`config.mk`:
```
export PLATFORM = sky130hd
export DESIGN_NAME = alu_arbiter
export DESIGN_NICKNAME = d
export VERILOG_FILES = /design/src/rtl/alu_arbiter.sv
export SDC_FILE = /design/constraint.sdc
export NUM_CORES = 1
export LEC_CHECK = 0
export BUFFER_PORTS_ARGS = -buffer_cell sky130_fd_sc_hd__buf_4
export CAP_MARGIN = 20
export CORE_UTILIZATION = 45
export CTS_BUF_LIST = sky130_fd_sc_hd__clkbuf_16
export DETAILED_ROUTE_END_ITERATION = 12
export PLACE_DENSITY = 0.79
export SKIP_LAST_GASP = 1
export SLEW_MARGIN = 10
export SYNTH_ARGS = -nofsm -noshare
export SYNTH_HDL_FRONTEND = slang
export SYNTH_SLANG_ARGS = --single-unit
```
`constraint.sdc`:
```
create_clock -name clk_in -period 2.6 [get_ports clk_in]
set_input_delay 0.39 -clock clk_in [delete_from_list [all_inputs] [get_ports clk_in]]
set_output_delay 0.39 -clock clk_in [all_outputs]
set_load 0.02 [all_outputs]
```
`src/rtl/alu_arbiter.sv`:
```
// alu_arbiter: round-robin front end for the shared 8-bit ALU.
// Two requesters, one op in flight; multiply held MUL_LAT cycles.
//
// Ports:
//   clk_in, rstn_in               clock, async active-low reset
//   req_in[1:0], gnt_out[1:0]     request / combinational grant
//   unit_selN_in, op_selN_in,
//   accN_in, srcN_in              per-requester operation fields
//   alu_*_out, alu_res_in         registered ALU drive, ALU result
//   rsp_valid_out, rsp_ready_in   per-requester response handshake
//   rsp_data_out                  captured result (shared)
//   busy_out                      high while an op is in EXEC/RESP
module alu_arbiter #(
    parameter int unsigned MUL_LAT = 2
) (
    input  logic       clk_in,
    input  logic       rstn_in,
    input  logic [1:0] req_in,
    output logic [1:0] gnt_out,
    input  logic [2:0] unit_sel0_in,
    input  logic [2:0] unit_sel1_in,
    input  logic       op_sel0_in,
    input  logic       op_sel1_in,
    input  logic [7:0] acc0_in,
    input  logic [7:0] acc1_in,
    input  logic [7:0] src0_in,
    input  logic [7:0] src1_in,
    output logic [2:0] alu_unit_sel_out,
    output logic       alu_op_sel_out,
    output logic [7:0] alu_acc_out,
    output logic [7:0] alu_src_out,
    input  logic [7:0] alu_res_in,
    output logic [1:0] rsp_valid_out,
    output logic [7:0] rsp_data_out,
    input  logic [1:0] rsp_ready_in,
    output logic       busy_out
);

    localparam logic [2:0] UNIT_MUL = 3'b110;
    localparam logic [2:0] MUL_CNT  = 3'(MUL_LAT - 1);

    typedef enum logic [1:0] {
        S_IDLE,
        S_EXEC,
        S_RESP
    } state_t;

    state_t     state;
    state_t     state_nxt;
    logic       ptr;
    logic       id;
    logic [2:0] cnt;
    logic       hs;
    logic       winner;
    logic       accept;
    logic [2:0] win_unit;

    // Grant is only offered from IDLE or on the cycle the owner
    // completes its handshake, so accept can overlap the response.
    always_comb begin
        hs        = (state == S_RESP) && rsp_ready_in[id];
        winner    = ptr;
        case (req_in)
            2'b01:   winner = 1'b0;
            2'b10:   winner = 1'b1;
            default: winner = ptr;
        endcase
        accept    = rstn_in && (req_in != 2'b00) &&
                    ((state == S_IDLE) || hs);
        gnt_out   = 2'b00;
        if (accept)
            gnt_out = winner ? 2'b10 : 2'b01;
        win_unit  = winner ? unit_sel1_in : unit_sel0_in;

        state_nxt = state;
        case (state)
            S_IDLE: if (accept) state_nxt = S_EXEC;
            S_EXEC: if (cnt == 3'd0) state_nxt = S_RESP;
            S_RESP: if (hs) state_nxt = accept ? S_EXEC : S_IDLE;
            default: state_nxt = S_IDLE;
        endcase

        rsp_valid_out = 2'b00;
        if (state == S_RESP)
            rsp_valid_out = id ? 2'b10 : 2'b01;
        busy_out = (state != S_IDLE);
    end

    always_ff @(posedge clk_in or negedge rstn_in) begin
        if (!rstn_in)
            state <= S_IDLE;
        else
            state <= state_nxt;
    end

    always_ff @(posedge clk_in or negedge rstn_in) begin
        if (!rstn_in) begin
            ptr              <= 1'b0;
            id               <= 1'b0;
            cnt              <= 3'd0;
            alu_unit_sel_out <= 3'd0;
            alu_op_sel_out   <= 1'b0;
            alu_acc_out      <= 8'h00;
            alu_src_out      <= 8'h00;
            rsp_data_out     <= 8'h00;
        end else begin
            if (accept) begin
                ptr              <= ~winner;
                id               <= winner;
                alu_unit_sel_out <= win_unit;
                alu_op_sel_out   <= winner ? op_sel1_in : op_sel0_in;
                alu_acc_out      <= winner ? acc1_in : acc0_in;
                alu_src_out      <= winner ? src1_in : src0_in;
                cnt <= (win_unit == UNIT_MUL) ? MUL_CNT : 3'd0;
            end else if (state == S_EXEC) begin
                if (cnt != 3'd0)
                    cnt <= cnt - 3'd1;
                else
                    rsp_data_out <= alu_res_in;
            end
        end
    end

endmodule

```
### Word-level counts from Yosys, hierarchy flattened

Cells that the tools add are included.

* bitwise logic cells: 3
* mux-type cells: 20
* equality and inequality tests: 8
* reductions and logical operators: 14
* $lt $le $gt $ge: 1
* add/subtract/negate cells: 1

Operator list (count)
* 8-bit 2-to-1 mux: 2
* 2-bit 2-to-1 mux: 7
* 3-bit 2-to-1 mux: 4
* 2-bit nonzero test: 4
* 2-bit inequality test (second input constant): 3
* 2-bit one-hot mux with 3 select lines: 1
* 3-bit AND reduction: 2
* 1-bit 2-to-1 mux: 5
* 2-bit by 1-bit equality test with 1-bit output (second input constant): 2
* 2-bit equality test (second input constant): 2
* 3-bit equality test (second input constant): 1
* 1-bit logical AND: 3
* 3-bit logical NOT: 1
* 1-bit inverter: 3
* 3-bit nonzero test: 1
* 3-bit by 1-bit subtractor with 3-bit output (second input constant): 1
* 2-bit logical NOT: 1
* 1-bit by 2-bit less-than comparator with 1-bit output (second input constant): 1
* 1-bit one-hot mux with 2 select lines: 1
* 2-bit AND reduction: 1
* 1-bit logical OR: 1

* output and inout bits: 33
* flip-flop bits (word level): 35
* bits of input ports: 54
* word-level logic and storage cells: 56

### Logic depth before layout (Yosys ltp)

Gate-level depths: netlist of run 1.

* word-level depth: 8
* mapped depth: 6
* depth with buffers taken out: 6

### Worst setup path before layout of run 1

OpenSTA, ideal clock, no wires.

* kind: input to register
* start point: input port req_in[0]
* end point: register alu_acc_out[1]
* slack: 328 ps
* data arrival time: 2147 ps
* path buffers: 1
* library setup time: 125 ps
* data required time: 2475 ps
* stages on the path: 6
* cells stage by stage: inv_1 -> ha_1 -> mux2i_1 -> clkbuf_1 -> mux2_2 -> mux2_2

* longest elaborated chain between the ends: 3
* elaborated cells between the ends (all ways): 7
* those cells by class: 2 x eq/ne; 2 x mux; 3 x reduce/logical

RTL lines
* start: declaration: line 18 `input logic [1:0] req_in,`
* 2-bit equality test (tied with other cells): line 63 `case (req_in)`
* 1-bit one-hot mux with 2 select lines or 1-bit logical AND (tied branches): line 63, 68
* 8-bit 2-to-1 mux or 1-bit logical AND (tied branches): line 112, 68
* end signal: assignment: line 112 `alu_acc_out <= winner ? acc1_in : acc0_in;`
* end: declaration: line 30 `output logic [7:0] alu_acc_out,`

Several ways; a longest one is shown, not always the timed one.
A chain may end at the register's enable or synchronous reset.

### Final worst setup path of run 1

* start point: register id
* end point: output port gnt_out[0]

* longest elaborated chain between the ends: 6

RTL lines
* start: declaration: line 51 `logic id;`
* start signal: assignment: line 109 `id <= winner;`
* 1-bit 2-to-1 mux (not written as such) (2 in a row): line 61 `hs = (state == S_RESP) && rsp_ready_in[id];`
* 1-bit logical AND: line 61
* 1-bit logical OR: line 69 `((state == S_IDLE) || hs);`
* 1-bit logical AND: line 68 `accept = rstn_in && (req_in != 2'b00) &&`
* 2-bit 2-to-1 mux: line 71 `if (accept)`
* end: declaration: line 19 `output logic [1:0] gnt_out,`

Every way passes these cells. The select of a mux whose other input is x is not followed.

==> metrics.md, run 1 <==
| Metric | Value |
|---|---|
| RePlAce Congestion | around 0.70 |
| Tcrit/Tclk final | about 82% |
| Routed via count | 1310 |
| Antenna-violating nets left | 0 |
| Worst setup skew after layout | between 0.003 and 0.004 ns |
| Vias per cell | 4.92 |
| Gate power share | 47.6% |
| Post-synth top area share | 50.7% |
| DPL Wire Length | between 2 and 3 mm |
| Critical path peak fanout | 6 |
| Setup tns final | 0 ns |
| TritonCTS Buffers | 5 |
| M3 GR Usage | between 6 and 7% |
| Outcome | finished clean |
| Num Clock Sinks | 35 |
| First-pass iteration count of the detailed router | 3 |
| GRT Util Overall | between 20% and 30% |
| Die width | 64.0 µm |
| Reg clk slew, reported paths | approximately 0.050 ns |
| Leakage power | 1.25 nW |
| Final Hold Viols | 0 |
| Sequential Power Share | approximately a third |
| Mapped Area | 1730 µm² |
| Layout cells sized above 1 | 70.2% |
| Antenna violations before repair | 0 |
| Seq/Total Area, Yosys | around 51% |
| Switching share of total power | between 30% and 40% |
| Setup crit end kind | output port |
| R2R cell count | 4 |
| Worst VDD drop | approximately 0.00062 V |
| Synth-to-layout area growth | 51.0% |
| Core area | around 3700 µm² |
| Clock root buffer | clkbuf_16 |
| Pwr dens | 1200 nW/µm² |
| Ys Warns | 0 |
| First-pass GRT wire length | ~6.4 mm |
| Yosys reg bits | 35 |
| Critical R2R Capture | alu_unit_sel_out[1] |
| Int Pwr | 2.06 mW |
| Nets | between 200 and 300 |
| Drt total wl | ~3.9 mm |
| RSZ-0062 raised after global routing | false |
| Most Used Layer, Global Route | met2 |
| Slew Viols, Final | 0 |
| GR Util met1 | 24.9% |
| Commonest cells after routing, fill and taps aside | buf_4 (91), mux2_2 (51), dfrtp_1 (35), inv_1 (7), clkbuf_16 (5) |
| DRC viols | 0 |
| Slew @ Worst Pin | 0.665 ns |
| DIE AREA | 4090 µm² |
| RR Startpoint | id |
| Max-Cap Viols | 0 |
| Tmin final | about 2.1 ns |
| Worst-skew pair later-pin latency | between 0.2 and 0.3 ns |
| CP max-delay cell | a2111oi_4 |
| DIE HEIGHT | between 60 and 70 µm |
| Crit path from | id |
| CP max stage delay | 0.56 ns |
| Initial Util | a little under half |
| CTS H-tree depth | 2 |
| CP required | approximately 2.2 ns |
| Post-CTS Hold Fix Bufs | 0 |
| WL/cell | roughly 15 µm |
| Cts repair resizes | 0 |
| Dpl cells | 258 |
| Cell Rows | 22 |
| Syn_nets | 181 |
| Final non-filler cell total | around 270 |
| Mean area per synthesized cell | 14.0 µm² |
| Leading cell type in the layout, fill and taps excluded | buf_4 |
| Largest area contributor in the netlist | dfrtp_1 |
| Io pins | 87 |
| Vias in the first global route | approximately 1400 |
| TritonCTS clock tree | yes |
| Antenna diode count | 0 |
| Buf/Inv on CP | 1 |
| Arr. time, crit path | 1.75 ns |
| GRT Residual Overflow | 0 |
| Crit-path cells | mux2i_1 > a2111oi_4 > and2_1 > buf_4 |
| Post CTS Setup Buffer Count | 0 |
| Number of port buffers | 86 |
| Netlist cell types | 18 |
| Synth area leaders | dfrtp_1 (51%), mux2_2 (33%), ha_1 (2.9%) |
| WS Path Type | flip-flop to output port |
| Cell family with most CP delay | compound AO/OA/AOI/OAI gates |
| Max_slew headroom | a little under three fifths |
| 1st-iter DRT viols | 9 |
| Fmax | 0.468 GHz |
| R2R Setup Slk | between 0.6 and 0.7 ns |
| Met2 Use GR | 35.2% |
| Maximum buffer depth of the clock tree | 2 |
| Net Switching | around 1.1 mW |
| Total power | around 3.1 mW |
| Final setup vio count | 0 |
| HP Class | primary input to async pin |
| Syn Inst Count | about 120 |
| Largest net degree at the start of global routing | 36 |
| Startpoint types | flip-flop |
| Clk network pwr share | between 20% and 30% |
==> logic make-up (layout without fill, tap and decap cells) <==
kind of cell	Yosys count	in the layout	synth area share (%)
multiplexers	55	55	35.6
adder cells (fa/ha/maj)	4	4	2.90
flip-flops	35	35	50.7
buffers and inverters	11	106	3.26
XOR/XNOR	1	1	0.507
AND/OR/NAND/NOR	15	15	5.07
AO/OA/AOI/OAI	2	2	2.03
==> worst reg2reg max path, stage by stage, from the launching register on <==
cell	delay, ns
dfrtp_1	0.40
mux2i_1	0.19
a2111oi_4	0.56
buf_4	0.35
mux2_2	0.37
==> how the worst max path moves through the flow <==
| stage | to | slack [ns] | cells after the start |
|---|---|---|---|
| final | gnt_out[0] | 0.46 | 4 |
| after global placement | alu_unit_sel_out[1] | 0.53 | 7 |
| after floorplan | alu_acc_out[1] | 0.33 | 6 |
| after CTS | gnt_out[0] | 0.44 | 4 |
| after global routing | gnt_out[1] | 0.34 | 4 |
| after detailed placement | alu_src_out[7] | 0.45 | 7 |
==> per-stage QoR <==
stage / instance area [µm²] / utilization [%] / hold WS (ns) / setup WS (ns)
detailed placement: 2440 / 66.8 / 0.472 / 0.448
global route: 2610 / 71.3 / 0.203 / 0.343
global placement: 2440 / 66.8 / 0.479 / 0.533
floorplan: 1730 / - / 0.0944 / 0.328
CTS: 2610 / 71.3 / 0.184 / 0.438
finish: 2610 / 71.3 / 0.167 / 0.463
==> cell usage after synthesis <==
library cell  count
nor2b_1           1
nand2_1           1
clkbuf_1          2
mux2i_1           4
mux2_2           51
and2_1            1
nand2b_1          1
a211oi_1          1
nor3b_1           1
xnor2_1           1
ha_1              4
or2_2             2
nand3b_1          4
a2111oi_4         1
inv_1             7
buf_6             2
dfrtp_1          35
nor2_1            4
==> area by class of cell <==
class / instances / area, µm²
multi-input combinational: 77 / 800
sequential: 35 / 876
timing repair buffer: 91 / 683
tap: 48 / 60.1
clock buffer: 5 / 125
fill: 266 / 1050
clock inverter: 3 / 38.8
inverter: 7 / 26.3
==> per-layer routing <==
metal	wire length [µm]	vias up
li1	-	622
met1	1530	647
met2	2150	34
met3	145	7
met4	60	0
met5	0	-
==> registers in the layout, summed over array words and instances, names as in the netlist <==
name / cells
state: 2
alu_op_sel_out: 1
alu_unit_sel_out: 3
alu_acc_out: 8
alu_src_out: 8
id: 1
rsp_data_out: 8
cnt: 3
ptr: 1
==> power groups by stage <==
stage,clock network [mW],registers (mW),logic [mW]
2_1_floorplan,0,1.25,0.640
3_3_place_gp,0,0.986,1.45
3_5_place_dp,0,1.00,1.49
4_1_cts,0.660,0.997,1.51
5_1_grt,0.689,1.03,1.59
6_report,0.651,0.993,1.49
No activity file was read; power rests on OpenSTA's default activity.
==> inputs of run 2 (changes only) <==
- CORE_UTILIZATION: 45 -> 41
- PLACE_DENSITY: 0.79 -> 0.76
- clock period: 2.6 -> 1.77 ns (I/O delays scaled with it)
==> metrics.md, run 2 (same netlist as run 1, synthesis figures left out) <==
| Metric | Value |
|---|---|
| Outcome | complete, but fails checks |
| Violated checks | negative setup slack |
| Critical path peak fanout | 3 (-3) |
| WL/cell | 14.4 µm (-0.88%) |
| 1st-iter DRT viols | 22 (+13) |
| TritonCTS clock tree | yes |
| Slew @ Worst Pin | 0.443 ns (-0.222 ns) |
| DIE HEIGHT | 66.9 µm (+4.6%) |
| Core area | 4030 µm² (+10%) |
| Fmax | ~0.53 GHz |
| CTS H-tree depth | 2 (unchanged) |
| Critical R2R Capture | alu_unit_sel_out[1] |
| DIE AREA | 4480 µm² (+9.5%) |
| GRT Residual Overflow | 0 (unchanged) |
| Initial Util | 42.9% (-4.3 points) |
| Tmin final | between 1.5 and 2 ns |
| Max_slew headroom | 70.4% (+15 points) |
| Routed via count | 1326 (+1.2%) |
| R2R cell count | 4 (unchanged) |
| HP Class | primary input to async pin |
| DPL Wire Length | 2.95 mm (-0.37%) |
| RePlAce Congestion | 0.730 (+5.0%) |
| Worst setup skew after layout | 0.00538 ns (+0.00209 ns) |
| Leading cell type in the layout, fill and taps excluded | buf_4 |
| Setup slack after layout | -0.128 ns (-0.591 ns) |
| First-pass iteration count of the detailed router | 4 (+1) |
| Reg clk slew, reported paths | 0.06 ns (about the same) |
| TritonCTS Buffers | 5 (unchanged) |
| Startpoint types | flip-flop |
| Setup crit end kind | output port |
| Post-DP Area | 2540 µm² (+3.8%) |
| Final Hold Viols | 0 (unchanged) |
| R2R Setup Slk | 0.02 ns (-0.60 ns) |
| Clock root buffer | clkbuf_16 |
| Largest net degree at the start of global routing | 36 (unchanged) |
| RSZ-0062 raised after global routing | true |
| Layout cells sized above 1 | 74.0% (+3.8 points) |
| Drt total wl | 3.94 mm (+1.7%) |
| Final setup vio count | 2 (+2) |
| Vias in the first global route | 1405 (-0.14%) |
| Arr. time, crit path | 1.63 ns (-0.12 ns) |
| Number of port buffers | 86 (unchanged) |
| Maximum buffer depth of the clock tree | 2 (unchanged) |
| Max-Cap Viols | 0 (unchanged) |
| CP required | 1.50 ns (-0.71 ns) |
| Fillers | 320 (+20%) |
| Num Clock Sinks | 35 (unchanged) |
| Worst VDD drop | 0.00106 V (+70%) |
| Largest regs | alu_acc_out: 8 flops, alu_src_out: 8 flops, rsp_data_out: 8 flops |
| Pwr dens | 1750 nW/µm² (+46%) |
| Die width | 66.9 µm (+4.6%) |
| Vias per cell | 4.86 (-1.4%) |
| Antenna diode count | 0 (unchanged) |
| Tcrit/Tclk final | 107% |
| RR Startpoint | id |
| Post-route cell area | 2730 µm² (+4.7%) |
| Slew Viols, Final | 0 (unchanged) |
| Commonest cells after routing, fill and taps aside | buf_4 (94), mux2_2 (44), dfrtp_1 (35), mux2_4 (7) |
| First-pass GRT wire length | 6.21 mm (-3.2%) |
| WS Path Type | flip-flop to output port |
| Antenna-violating nets left | 0 (unchanged) |
| Io pins | 87 (unchanged) |
| Nets | 280 (+1.8%) |
| GRT Util Overall | 19.0% (-1.9 points) |
| Synth-to-layout area growth | 58.0% |
| DRC viols | 0 (unchanged) |
| Cell Rows | 23 (+4.5%) |
| Hold_ws | 0.0216 ns (-0.146 ns) |
| Worst-skew pair later-pin latency | 0.27 ns (about the same) |
| Leakage power | 1.32 nW (+5.2%) |
| Antenna violations before repair | 0 (unchanged) |
run 2: changes by cell type in the layout (fill, tap and decap cells not counted), sizes merged:
cell | before | now
buf | 91 | 96
run 2: worst max path at each step:
stage               startpoint             endpoint  slack [ns]
floorplan                   id           gnt_out[0]       -0.06
global route                id           gnt_out[0]       -0.17
global placement     req_in[0]       alu_acc_out[6]       -0.04
detailed placement   req_in[1]  alu_unit_sel_out[1]       -0.08
CTS                         id           gnt_out[1]       -0.19
finish                      id           gnt_out[1]       -0.13
run 2: layout make-up:
| cell class | instances | area, µm² | area share, % |
|---|---|---|---|
| Tap cell | 50 | 62.6 | 2.29 |
| Timing Repair Buffer | 96 | 737 | 27.0 |
| Multi-Input combinational cell | 77 | 865 | 31.7 |
| Clock inverter | 3 | 38.8 | 1.42 |
| Sequential cell | 35 | 876 | 32.1 |
| Clock buffer | 5 | 125 | 4.58 |
| Inverter | 7 | 26.3 | 0.962 |
run 2: critical path, cell delays in order (launching register included):
cell	delay, ns
dfrtp_1	0.39
mux2i_2	0.19
a2111oi_4	0.35
buf_6	0.16
nor2b_4	0.13
buf_4	0.14
run 2: per-stage QoR:
stage | TNS, ns | worst slack (ns) | cells | total power, mW | util, %
2_1_floorplan | -0.705 | -0.0609 | 123 | 2.87 | -
3_3_place_gp | -0.513 | -0.0402 | 263 | 3.70 | 63.0
3_5_place_dp | -0.952 | -0.0760 | 263 | 3.79 | 63.0
4_1_cts | -0.718 | -0.187 | 273 | 4.82 | 67.6
5_1_grt | -0.624 | -0.172 | 273 | 5.06 | 67.8
6_report | -0.246 | -0.128 | 273 | 4.78 | 67.8
run 2: metal layers:
metal / track usage [%] / vias up / wire [µm]
met2: 34.5 / 46 / 2210
met3: 6.51 / 8 / 253
met4: 7.71 / 0 / 64
li1: - / 628 / -
met1: 19.7 / 644 / 1420
met5: 0 / - / 0
run 2: repair_timing:
item                                    in CTS  in global routing
pin swaps                                    1                  1
gates resized for setup                      2                  1
endpoints found under the setup margin       4                 24
setup buffers                                3                  0
hold buffers                                 0                  0
run 2: report_power, final:
| group | switching, mW | internal (mW) |
|---|---|---|
| Combinational | 1.07 | 1.28 |
| Clock | 0.308 | 0.656 |
| Sequential | 0.251 | 1.21 |
